==> config.mk <==
export PLATFORM = sky130hd
export DESIGN_NAME = rr_bus_arbiter
export DESIGN_NICKNAME = d
export VERILOG_FILES = /design/src/rtl/busarb_pkg.sv /design/src/rtl/bus_port_mux.sv /design/src/rtl/rr_bus_arbiter.sv
export SDC_FILE = /design/constraint.sdc
export NUM_CORES = 1
export LEC_CHECK = 0
export ABC_AREA = 1
export BUFFER_PORTS_ARGS = -buffer_cell sky130_fd_sc_hd__buf_2
export CORE_UTILIZATION = 40
export CTS_CLUSTER_SIZE = 20
export DETAILED_ROUTE_END_ITERATION = 8
export HOLD_SLACK_MARGIN = 0.02
export MAX_ROUTING_LAYER = met4
export PLACE_DENSITY = 0.72
export SLEW_MARGIN = 15
export SYNTH_ARGS = -nofsm -noshare
export SYNTH_HDL_FRONTEND = slang
export SYNTH_SLANG_ARGS = --single-unit
==> constraint.sdc <==
create_clock -name CLK -period 1.3 [get_ports CLK]
set_input_delay 0.065 -clock CLK [delete_from_list [all_inputs] [get_ports CLK]]
set_output_delay 0.065 -clock CLK [all_outputs]
set_load 0.05 [all_outputs]
==> src/rtl/busarb_pkg.sv <==
// Shared definitions for the round-robin bus arbiter: state codes, grant width and
// the round-robin successor scan.
package busarb_pkg;

  localparam logic [1:0] S_BOOT  = 2'd0;
  localparam logic [1:0] S_ARB   = 2'd1;
  localparam logic [1:0] S_START = 2'd2;
  localparam logic [1:0] S_XFER  = 2'd3;

  localparam int unsigned MAX_CORES = 16;

  function automatic int unsigned calc_gw(input int unsigned ncores);
    int unsigned w;
    w = (ncores <= 2) ? 1 : $clog2(ncores);
    return w;
  endfunction

  // First requester after cur, wrapping mod ncores; cur itself is the last slot
  // examined. With no requester the grant simply advances by one.
  function automatic logic [3:0] rr_next(input logic [15:0] req, input logic [3:0] cur,
                                         input int unsigned ncores);
    logic [3:0] nxt;
    logic [3:0] idx;
    logic       found;
    nxt   = 4'((32'(cur) + 1) % ncores);
    found = 1'b0;
    for (int unsigned k = 1; k <= MAX_CORES; k++) begin
      idx = 4'((32'(cur) + k) % ncores);
      if (!found && (k <= ncores) && req[idx]) begin
        nxt   = idx;
        found = 1'b1;
      end
    end
    return nxt;
  endfunction

endpackage

==> src/rtl/bus_port_mux.sv <==
// Grant-indexed steering: owner's bus onto the shared bus, shared return fanned back
// to the owner while every other core sees its idle value.
module bus_port_mux #(
  parameter int unsigned NCORES = 2,
  parameter int unsigned DW     = 1,
  parameter int unsigned GW     = 1
) (
  input  logic [GW-1:0]        grant_i,
  input  logic [NCORES*DW-1:0] core_bus_i,
  input  logic [DW-1:0]        ret_i,
  input  logic [DW-1:0]        ret_idle_i,
  output logic [DW-1:0]        shared_o,
  output logic [NCORES*DW-1:0] core_ret_o
);

  always_comb begin
    shared_o   = '0;
    core_ret_o = '0;
    for (int unsigned i = 0; i < NCORES; i++) begin
      if (GW'(i) == grant_i) begin
        shared_o               = core_bus_i[i*DW +: DW];
        core_ret_o[i*DW +: DW] = ret_i;
      end else begin
        core_ret_o[i*DW +: DW] = ret_idle_i;
      end
    end
  end

endmodule

==> src/rtl/rr_bus_arbiter.sv <==
// Round-robin owner selection for the shared memory/DRAM/CLINT/PLIC bus; ownership is held
// across a whole DRAM transaction. Optional watchdog: define BUSARB_WATCHDOG_EN.
module rr_bus_arbiter
  import busarb_pkg::*;
#(
  parameter int unsigned NCORES    = 2,
  parameter int unsigned GW        = calc_gw(NCORES),
  parameter int unsigned IDLE_ROT  = 3,
  parameter int unsigned WD_CYCLES = 1024
) (
  input  logic              CLK,
  input  logic              RST,
  input  logic              w_init_done,
  input  logic              w_tx_ready,
  input  logic              w_tlb_busy,
  input  logic              w_dram_busy,
  input  logic [NCORES-1:0] bus_req,
  output logic [GW-1:0]     w_grant,
  output logic              w_grant_chg,
  output logic [NCORES-1:0] bus_dram_busy,
  output logic              w_wd_err
);

  localparam int unsigned      IW       = $clog2(IDLE_ROT + 1);
  localparam logic [IW-1:0]    IDLE_MAX = IW'(IDLE_ROT);

  logic [1:0]    state_q, state_d;
  logic [GW-1:0] grant_q, grant_d;
  logic [IW-1:0] idle_q, idle_d;
  logic          busy_q, busy_d;
  logic          chg_q, chg_d;
  logic [GW-1:0] next_grant;
  logic          owner_req;
  logic          ok;

`ifdef BUSARB_WATCHDOG_EN
  localparam int unsigned   WW      = $clog2(WD_CYCLES + 1);
  localparam logic [WW-1:0] WD_LAST = WW'(WD_CYCLES - 1);
  logic [WW-1:0] wd_cnt_q, wd_cnt_d;
  logic          wd_err_q, wd_err_d;
`endif

  bus_port_mux #(
    .NCORES (NCORES),
    .DW     (1),
    .GW     (GW)
  ) u_port_mux (
    .grant_i    (grant_q),
    .core_bus_i (bus_req),
    .ret_i      (busy_q),
    .ret_idle_i (1'b1),
    .shared_o   (owner_req),
    .core_ret_o (bus_dram_busy)
  );

  assign ok         = !w_tlb_busy && !w_dram_busy && w_tx_ready;
  assign next_grant = GW'(rr_next(16'(bus_req), 4'(grant_q), NCORES));

  always_comb begin
    state_d = state_q;
    grant_d = grant_q;
    idle_d  = idle_q;
    busy_d  = busy_q;
    chg_d   = chg_q;
`ifdef BUSARB_WATCHDOG_EN
    wd_cnt_d = wd_cnt_q;
    wd_err_d = wd_err_q;
`endif
    if (w_init_done) begin
      chg_d = 1'b0;
      case (state_q)
        S_BOOT: begin
          busy_d = w_dram_busy;
          if (w_dram_busy) state_d = S_ARB;
        end
        S_ARB: begin
          busy_d = w_dram_busy;
          if (ok && (idle_q < IDLE_MAX)) idle_d = idle_q + 1'b1;
          if (ok && ((|bus_req) || (idle_q >= IDLE_MAX))) begin
            grant_d = next_grant;
            chg_d   = (next_grant != grant_q);
            busy_d  = 1'b1;
            state_d = S_START;
          end
        end
        S_START: begin
          if (w_dram_busy || !owner_req) state_d = S_XFER;
        end
        default: begin
          busy_d = w_dram_busy;
          idle_d = '0;
          if (!w_dram_busy) state_d = S_ARB;
        end
      endcase
`ifdef BUSARB_WATCHDOG_EN
      // Stuck transaction: release the bus so the other cores can make progress.
      if ((state_q == S_START) || (state_q == S_XFER)) begin
        if (wd_cnt_q >= WD_LAST) begin
          wd_err_d = 1'b1;
          wd_cnt_d = '0;
          state_d  = S_ARB;
          busy_d   = 1'b0;
        end else begin
          wd_cnt_d = wd_cnt_q + 1'b1;
        end
      end else begin
        wd_cnt_d = '0;
      end
`endif
    end
  end

  always_ff @(posedge CLK) begin
    if (RST) begin
      state_q <= S_BOOT;
      grant_q <= '0;
      idle_q  <= '0;
      busy_q  <= 1'b1;
      chg_q   <= 1'b0;
    end else begin
      state_q <= state_d;
      grant_q <= grant_d;
      idle_q  <= idle_d;
      busy_q  <= busy_d;
      chg_q   <= chg_d;
    end
  end

`ifdef BUSARB_WATCHDOG_EN
  always_ff @(posedge CLK) begin
    if (RST) begin
      wd_cnt_q <= '0;
      wd_err_q <= 1'b0;
    end else begin
      wd_cnt_q <= wd_cnt_d;
      wd_err_q <= wd_err_d;
    end
  end

  assign w_wd_err = wd_err_q;
`else
  assign w_wd_err = 1'b0;
`endif

  assign w_grant     = grant_q;
  assign w_grant_chg = chg_q;

endmodule

# After elaboration in Yosys (flattened, before gate mapping)
# Index checks and enable logic that the tools add are counted.
[classes] n_shift=0 n_reduce_logical=18 bitwise=2 n_eq_ne=8 n_mul=0 n_lt_le_gt_ge=4 n_addsub=3 mux=20 n_div=0
[ops] cell="$mux 1" count=12
[ops] cell="$lt 1x5->1 const B" count=2
[ops] cell="$mux 2" count=5
[ops] cell="$ne 2x2->1 const B" count=4
[ops] cell="$pmux 2 s3" count=1
[ops] cell="$reduce_and 3->1" count=2
[ops] cell="$logic_and 1x1->1" count=5
[ops] cell="$reduce_and 5->1" count=1
[ops] cell="$logic_not 1->1" count=4
[ops] cell="$ne 4x1->1 const B" count=1
[ops] cell="$pmux 2 s2" count=1
[ops] cell="$reduce_or 2->1" count=2
[ops] cell="$add 1x1->1 const B" count=2
[ops] cell="$add 2x1->2 const B" count=1
[ops] cell="$eq 2x1->1 const B" count=1
[ops] cell="$eq 2x2->1 const B" count=1
[ops] cell="$ge 2x2->1 const B" count=1
[ops] cell="$logic_not 2->1" count=1
[ops] cell="$logic_or 1x1->1" count=2
[ops] cell="$lt 2x2->1 const B" count=1
[ops] cell="$not 1->1" count=2
[ops] cell="$pmux 1 s2" count=1
[ops] cell="$reduce_and 2->1" count=1
[ops] cell="$ne 1x1->1" count=1
[totals] in_bits=8 reg_bits=7 mem_bits_ro=0 latch_bits=0 ram_bits=0 mem_count=0

# Logic depth before layout (Yosys ltp)
# Gate-level depths: netlist of the first run.
[depth] word_depth=10 mapped_depth=10 mapped_depth_nobuf=10

# Cells and area by module
# From an unflattened synthesis of the first run, not the netlist that was laid out.
[hier_totals] hier_cells=83 area_unflattened_um2=513.0
[modules_own_cells] mod="rr_bus_arbiter" n_inst=1 seq_area_each_um2=140.1 area_each_um2=475.5 cells_per_inst=73
[modules_own_cells] mod="bus_port_mux" n_inst=1 seq_area_each_um2=0.0 area_each_um2=37.5 cells_per_inst=10

# Worst setup path before layout of the first run
# OpenSTA, ideal clock, no wires.
[synth_timing] path_type="flip-flop to flip-flop" start="register grant_q (netlist: w_grant)" end="register state_q[0]" t_required_ns=1.187 setup_time_ns=0.113 setup_slack_ns=-0.065 period_less_slack_ns=1.365 path_buffers=0 arrival_time_ns=1.253 stages_incl_launch_ff=10 path_cell_list="dfxtp_1 inv_2 nand2_1 nand3_2 nand2_2 nand2_2 inv_2 nor2_2 nor2_1 nor2_1"
[synth_between] elab_chain_cells=5
[synth_rtl] item="start: declaration" line="rr_bus_arbiter.sv:28" source="logic [GW-1:0] grant_q, grant_d;"
[synth_rtl] item="start signal: assignment" line="rr_bus_arbiter.sv:122" source="grant_q <= grant_d;"
[synth_rtl] item="$mux 1" line="bus_port_mux.sv:20" source="if (GW'(i) == grant_i) begin"
[synth_rtl] item="$logic_not 1->1" line="rr_bus_arbiter.sv:87" source="if (w_dram_busy || !owner_req) state_d = S_XFER;"
[synth_rtl] item="$logic_or 1x1->1" line="rr_bus_arbiter.sv:87"
[synth_rtl] item="$ne 2x2->1 (no line)"
[synth_rtl] item="$reduce_and 5->1 (no line)"
[synth_rtl] item="end signal: assignment" line="rr_bus_arbiter.sv:121" source="state_q <= state_d;"
[synth_rtl] item="end: declaration" line="rr_bus_arbiter.sv:27" source="logic [1:0] state_q, state_d;"
# Every way passes these cells.
# A chain may end at the register's enable or synchronous reset.

# Worst setup path in the final report of the first run
[layout_timing] start="register state_q[0]" end="register state_q[1]"
[layout_between] elab_chain_cells=3 elab_cells_between_ends=9
[layout_rtl] item="$eq 2x2->1, or another cell as far along" line="rr_bus_arbiter.sv:71" source="case (state_q)"
[layout_rtl] item="$ne 4x1->1 (no line) / $ne 2x2->1 (equally long branches)"
[layout_rtl] item="$reduce_and 5->1 (no line)"
# Parallel ways exist; a longest one is shown, timed or not.

==> summary.md, run 1 <==
| Metric | Value |
|---|---|
| Status | `finished clean` |
| Compound-Gate Fraction of Synth Area | `7.71%` |
| Vias | `between 500 and 600` |
| Cells after Synth | `84` |
| Crit Path Category | `reg -> reg` |
| Max VDD drop | `approximately 0.43 mV` |
| Seq cells post-synth | `7` |
| Power Dens Cells | `between 1000 and 1500 mW/mm²` |
| Most numerous cell in the Yosys netlist | `nor2_1` |
| Gr ovfl total | `0` |
| Max Slew Vio Count | `0` |
| Post-Route WL | `around 1100 µm` |
| Post-synth EDFFs | `0` |
| Top-area cell type share of the netlist area | `~25%` |
| Post-synthesis simple-gate area fraction | `between 40% and 50%` |
| Maximum clock frequency | `0.805 GHz` |
| Distinct cells, synth | `21` |
| Crit start category | `flop` |
| DR vias/cell | `between 4 and 5` |
| Setup ws final | `roughly 0.058 ns` |
| DRC violations left | `0` |
| Final core utilization | `53.5%` |
| GRT Util Overall | `~17%` |
| Final net count | `111` |
| CP endpoint kind | `flop` |
| Largest family of logic cells by synthesized area | `simple AND/OR/NAND/NOR gates` |
| Post-Synth XOR/XNOR Area | `0%` |
| Num CTS Buffers | `3` |
| Synth area leader | `dfxtp_1` |
| 1st-pass router iterations | `2` |
| Initial DRC count | `4` |
| Syn_area_per_cell | `6.57 µm²` |
| Cts hold-fix bufs | `0` |
| Die X-Extent | `roughly 39 µm` |
| Filler Cells Inserted | `between 100 and 150` |
| Min-Delay Path Class | `in -> reg` |
| Worst-path fanout max | `3` |
| Initial antenna violation count | `0` |
| Area added between synthesis and finish | `24.5%` |
| Clock root cell | `clkbuf_4` |
| First-pass GRT wire length | `approximately 1700 µm` |
| H-tree levels | `1` |
| Multiplexer area fraction after synthesis | `0%` |
| Synthesized area | `around 550 µm²` |
| Final Hold Vio Count | `0` |
| Period minus WS final | `around 1.2 ns` |
| Syn nets | `96` |
| Core area | `0.00128 mm²` |
| Postcts setup bufs | `0` |
| Seq/Total Area, Yosys | `25.4%` |
| Ports | `13` |
| Die height | `39.1 µm` |
| Routability congestion estimate from global placement | `about 0.74` |
| Max-cap violations | `0` |
| Placed cells | `~110` |
| Final critical-path share of the clock period | `between 90% and 100%` |
| Hpwl dp | `around 850 µm` |
| Clk_lat worst skew | `~0.24 ns` |
| Vias in the first global route | `434` |
| Final setup violation count | `0` |
| Leakage | `about 0.32 nW` |
| Routed wire length per instance | `roughly 9.5 µm` |
| Clk buf depth | `2` |
| Top cells by area, synth | `dfxtp_1 25%, nor2_1 10%, nand2_1 9.5%, ha_1 9.1%, inv_1 8.2%` |
| CTS tree | `built` |
| Layout cells sized above 1 | `~44%` |
| Pre-CTS WS | `-0.0156 ns` |
| Clock slew at reported path FFs | `around 0.05 ns` |
| Site Rows | `13` |
| WP data arrival | `between 1 and 1.5 ns` |
| Finished Layout Cells | `113` |
| Routed Antenna Nets | `0` |
| Post-Layout Inst Area | `about 700 µm²` |
| Unrepaired setup endpoints after global routing | `yes` |
| Largest net degree at the start of global routing | `8` |
| Synth Flop Type | `dfxtp_1` |
| IO Port Bufs | `11` |
| Worst Path Required | `between 1 and 1.5 ns` |
| Initial Utilization | `42.9%` |
| Die area | `approximately 0.0015 mm²` |
| Setup Skew | `approximately 0.0032 ns` |
| Adder-cell share of the synthesized area | `9.07%` |
| DP Area | `619 µm²` |
| YS warnings | `0` |
| Minimum hold slack | `0.0344 ns` |
| Synth top cells by count | `15 x nor2_1, 14 x nand2_1, 12 x inv_1` |
| CTS Sinks | `7` |
| FFs w/ async S/R, synth | `0%` |
| Diode count | `0` |
[path summary, 6_finish.rpt]
kind	startpoint	depth (start not counted)	endpoint	slack, ns
worst max-delay path	state_q[0]	10	state_q[1]	0.06
worst min-delay path	RST	2	w_grant	0.03
worst max register to register	state_q[0]	10	state_q[1]	0.06
worst min register to register	idle_q[1]	2	idle_q[1]	0.48
[worst max-delay path, stage by stage, from the launching register on]
cell and delay (ns):
dfxtp_2 0.36, inv_2 0.06, ha_4 0.26, inv_2 0.03
nand3_2 0.04, nand2_1 0.06, inv_2 0.07, nand2_2 0.06
nor2_4 0.10, nor2_1 0.05, nor2_1 0.08
[power breakdown]
part | total (W) | switching, W | internal [W]
combinational | 0.000293 | 0.000181 | 0.000112
sequential | 0.000254 | 0.0000166 | 0.000237
clock | 0.000188 | 0.0000713 | 0.000117
[final cells by class]
type,instances,area [µm²],area share [%]
clock buffers,4,26.3,3.83
well taps,15,18.8,2.73
flip-flops and latches,7,144,20.9
repair buffers,11,55.1,8.01
inverters,15,56.3,8.20
multi-input cells,61,387,56.3
[layer usage]
metal | share of wire (%) | GRT usage, % | vias up | routed length [µm]
met1 | 49 | 20.8 | 215 | 527
met3 | 2.5 | 1.73 | 2 | 27
li1 | - | - | 289 | -
met2 | 48 | 27.1 | 5 | 512
met5 | 0 | - | - | 0
met4 | 0.47 | 10.3 | 0 | 5
[through the flow]
stage / total power, W / setup TNS (ns)
2_1_floorplan: 0.000444 / 0
4_1_cts: 0.000700 / 0
3_3_place_gp: 0.000490 / 0
6_report: 0.000735 / 0
3_5_place_dp: 0.000492 / -0.0300
5_1_grt: 0.000796 / -0.0283
[cells by family after synthesis]
family	Yosys count
simple gates	48
buf+inv	16
compound gates	8
flops	7
fa+ha+maj	4
other cells	1
[sequential cells by signal (all words and copies together), names as in the netlist]
signal / count
state_q: 2
idle_q: 2
busy_q: 1
w_grant: 1
w_grant_chg: 1
[layout by cell type (no fill, tap or decap)]
cell,netlist,routed
conb_1,1,1
nand2_4,2,2
nor3_1,1,1
buf_2,0,11
dfxtp_1,7,4
nand3_2,1,2
nand2_2,6,6
a21oi_1,4,4
nor2_4,2,3
clkbuf_4,0,3
nand4_1,3,3
inv_2,3,7
nand3_1,2,1
ha_2,0,3
dfxtp_2,0,3
clkbuf_1,0,1
ha_4,0,1
o211ai_1,1,1
o21ai_0,2,2
nand2_1,14,14
nor2_1,15,14
o21ai_1,1,1
nor3_4,0,1
nor2_2,1,1
inv_1,12,8
[timing repair]
item	4_1_cts	5_1_grt
pin swaps	0	5
gates resized for setup	4	10
setup endpoints to repair	2	7
Power figures use the tool's default switching activity.
==> run 2: changes to the inputs <==
--- a/config.mk
+++ b/config.mk
@@ -11,7 +11,6 @@
 export CTS_CLUSTER_SIZE = 20
 export DETAILED_ROUTE_END_ITERATION = 8
 export HOLD_SLACK_MARGIN = 0.02
-export MAX_ROUTING_LAYER = met4
 export PLACE_DENSITY = 0.72
 export SLEW_MARGIN = 15
 export SYNTH_ARGS = -nofsm -noshare
==> summary.md, run 2 (synthesis gave the netlist of run 1 again) <==
| Metric | Value |
|---|---|
| CTS Sinks | `7` |
| CP Launch Point | `state_q[0]` |
| Vias in the first global route | `between 400 and 500` |
| Worst path bufs/invs | `3` |
| IO Port Bufs | `11` |
| Post-Route WL | `~1100 µm` |
| Unrepaired setup endpoints after global routing | `yes` |
| Clk_lat worst skew | `approximately 0.24 ns` |
| CP Cell Sequence | `inv_2, ha_4, inv_2, nand3_2, nand2_1, inv_2, nand2_2, nor2_4, nor2_2, nor2_1` |
| Area added between synthesis and finish | `24.5%` |
| Largest net degree at the start of global routing | `8` |
| Routed wire length per instance | `9.41 µm` |
| Period minus WS final | `1.25 ns` |
| CP max-delay cell | `dfxtp_2` |
| Initial Utilization | `a little over two fifths` |
| Routed Antenna Nets | `0` |
| Final net count | `111` |
| WP data arrival | `roughly 1.4 ns` |
| Worst R2R Start | `state_q[0]` |
| First-pass GRT wire length | `about 1700 µm` |
| CP endpoint kind | `flop` |
| Routability congestion estimate from global placement | `roughly 0.73` |
| CTS tree | `built` |
| Tot Pwr | `~0.00073 W` |
| Status | `finished clean` |
| Maximum clock frequency | `roughly 0.8 GHz` |
| Pre-CTS WS | `-0.0156 ns` |
| Site Rows | `13` |
| Setup ws final | `approximately 0.052 ns` |
| 1st-pass router iterations | `2` |
| Worst-path fanout max | `3` |
| Most common cell on crit path | `inv_2` |
| Leakage | `~0.32 nW` |
| Worst Path Required | `1.48 ns` |
| Crit start category | `flop` |
| Final Hold Vio Count | `0` |
| Num CTS Buffers | `3` |
| Final critical-path share of the clock period | `96.0%` |
| Ports | `13` |
| Die X-Extent | `39.1 µm` |
| Postcts setup bufs | `0` |
| DR vias/cell | `approximately 4.6` |
| Final setup violation count | `0` |
| Max Slew Vio Count | `0` |
| Commonest cells after routing, fill and taps aside | `14 x nand2_1, 14 x nor2_1, 11 x buf_2, 8 x inv_1, 7 x inv_2` |
| Post-Layout Inst Area | `a little under 700 µm²` |
| Initial DRC count | `4` |
| Die height | `slightly below 40 µm` |
| Layout cells sized above 1 | `43.9%` |
| Gr ovfl total | `0` |
| DP Area | `just over 600 µm²` |
| Hold Path Origin | `RST` |
| Vias | `between 500 and 600` |
| Diode count | `0` |
| Setup Skew | `between 0.003 and 0.004 ns` |
| Power Dens Cells | `roughly 1100 mW/mm²` |
| Clock slew at reported path FFs | `~0.05 ns` |
| Hpwl dp | `846 µm` |
| Clock root cell | `clkbuf_4` |
| H-tree levels | `1` |
| Die area | `~0.0015 mm²` |
| DRC violations left | `0` |
| Max-cap violations | `0` |
| Clk buf depth | `2` |
| GRT Util Overall | `between 10% and 20%` |
| Max VDD drop | `approximately 0.43 mV` |
| Largest regs | `idle_q (2), state_q (2)` |
| Initial antenna violation count | `0` |
| Crit Path Category | `reg -> reg` |
| Min-Delay Path Class | `in -> reg` |
| CP max stage delay | `0.36 ns` |
| Final core utilization | `a little over half` |
| Core area | `roughly 0.0013 mm²` |
| CP top delay family | `simple AND/OR/NAND/NOR gates` |
==> run 2: cell counts in the layout (fill, tap and decap cells not counted) <==
Identical to the previous run, type by type.
==> run 2: cell type report <==
class,instances,area (µm²)
timing repair buffer,11,55.1
clock buffer,4,26.3
fill,138,598
sequential,7,144
tap,15,18.8
inverter,15,56.3
multi-input combinational,61,387
==> run 2: final timing paths <==
path,to,slack (ns),cells after the start
setup reg to reg,state_q[0],0.05,10
setup / recovery,state_q[0],0.05,10
hold / removal,w_grant,0.03,2
hold reg to reg,idle_q[1],0.48,2
==> run 2: routing by layer <==
| layer | global-route usage (%) | part of all wire, % | routed length, µm |
|---|---|---|---|
| met1 | 20.8 | 49 | 518 |
| met2 | 27.1 | 48 | 512 |
| met3 | 1.73 | 2.5 | 27 |
| met4 | 10.3 | 0.47 | 5 |
| met5 | 0 | 0 | 0 |
==> run 2: timing repair <==
item / in CTS / in global routing
pin swaps: 0 / 5
setup endpoints to repair: 2 / 7
hold buffers: 0 / 0
resized for setup: 4 / 10
==> run 2: report_power, final <==
| part | internal, W | switching (W) | leakage (nW) |
|---|---|---|---|
| combinational | 0.000112 | 0.000181 | 0.248 |
| clock | 0.000117 | 0.0000712 | 0.0150 |
| sequential | 0.000237 | 0.0000166 | 0.0584 |
| total | 0.000466 | 0.000269 | 0.321 |
==> run 2: through the flow <==
step | std cells | hold WS, ns | setup TNS (ns)
2_1_floorplan | 84 | 0.127 | 0
3_3_place_gp | 109 | 0.283 | 0
3_5_place_dp | 109 | 0.292 | -0.0300
4_1_cts | 113 | 0.0291 | 0
5_1_grt | 113 | 0.0394 | -0.0282
6_report | 113 | 0.0342 | 0
==> run 2: worst reg2reg max path, cell delays in order (launching register included) <==
cell and delay (ns):
dfxtp_2 0.36, inv_2 0.06, ha_4 0.26, inv_2 0.03, nand3_2 0.04, nand2_1 0.06, inv_2 0.07, nand2_2 0.06
nor2_4 0.10, nor2_2 0.05, nor2_1 0.09
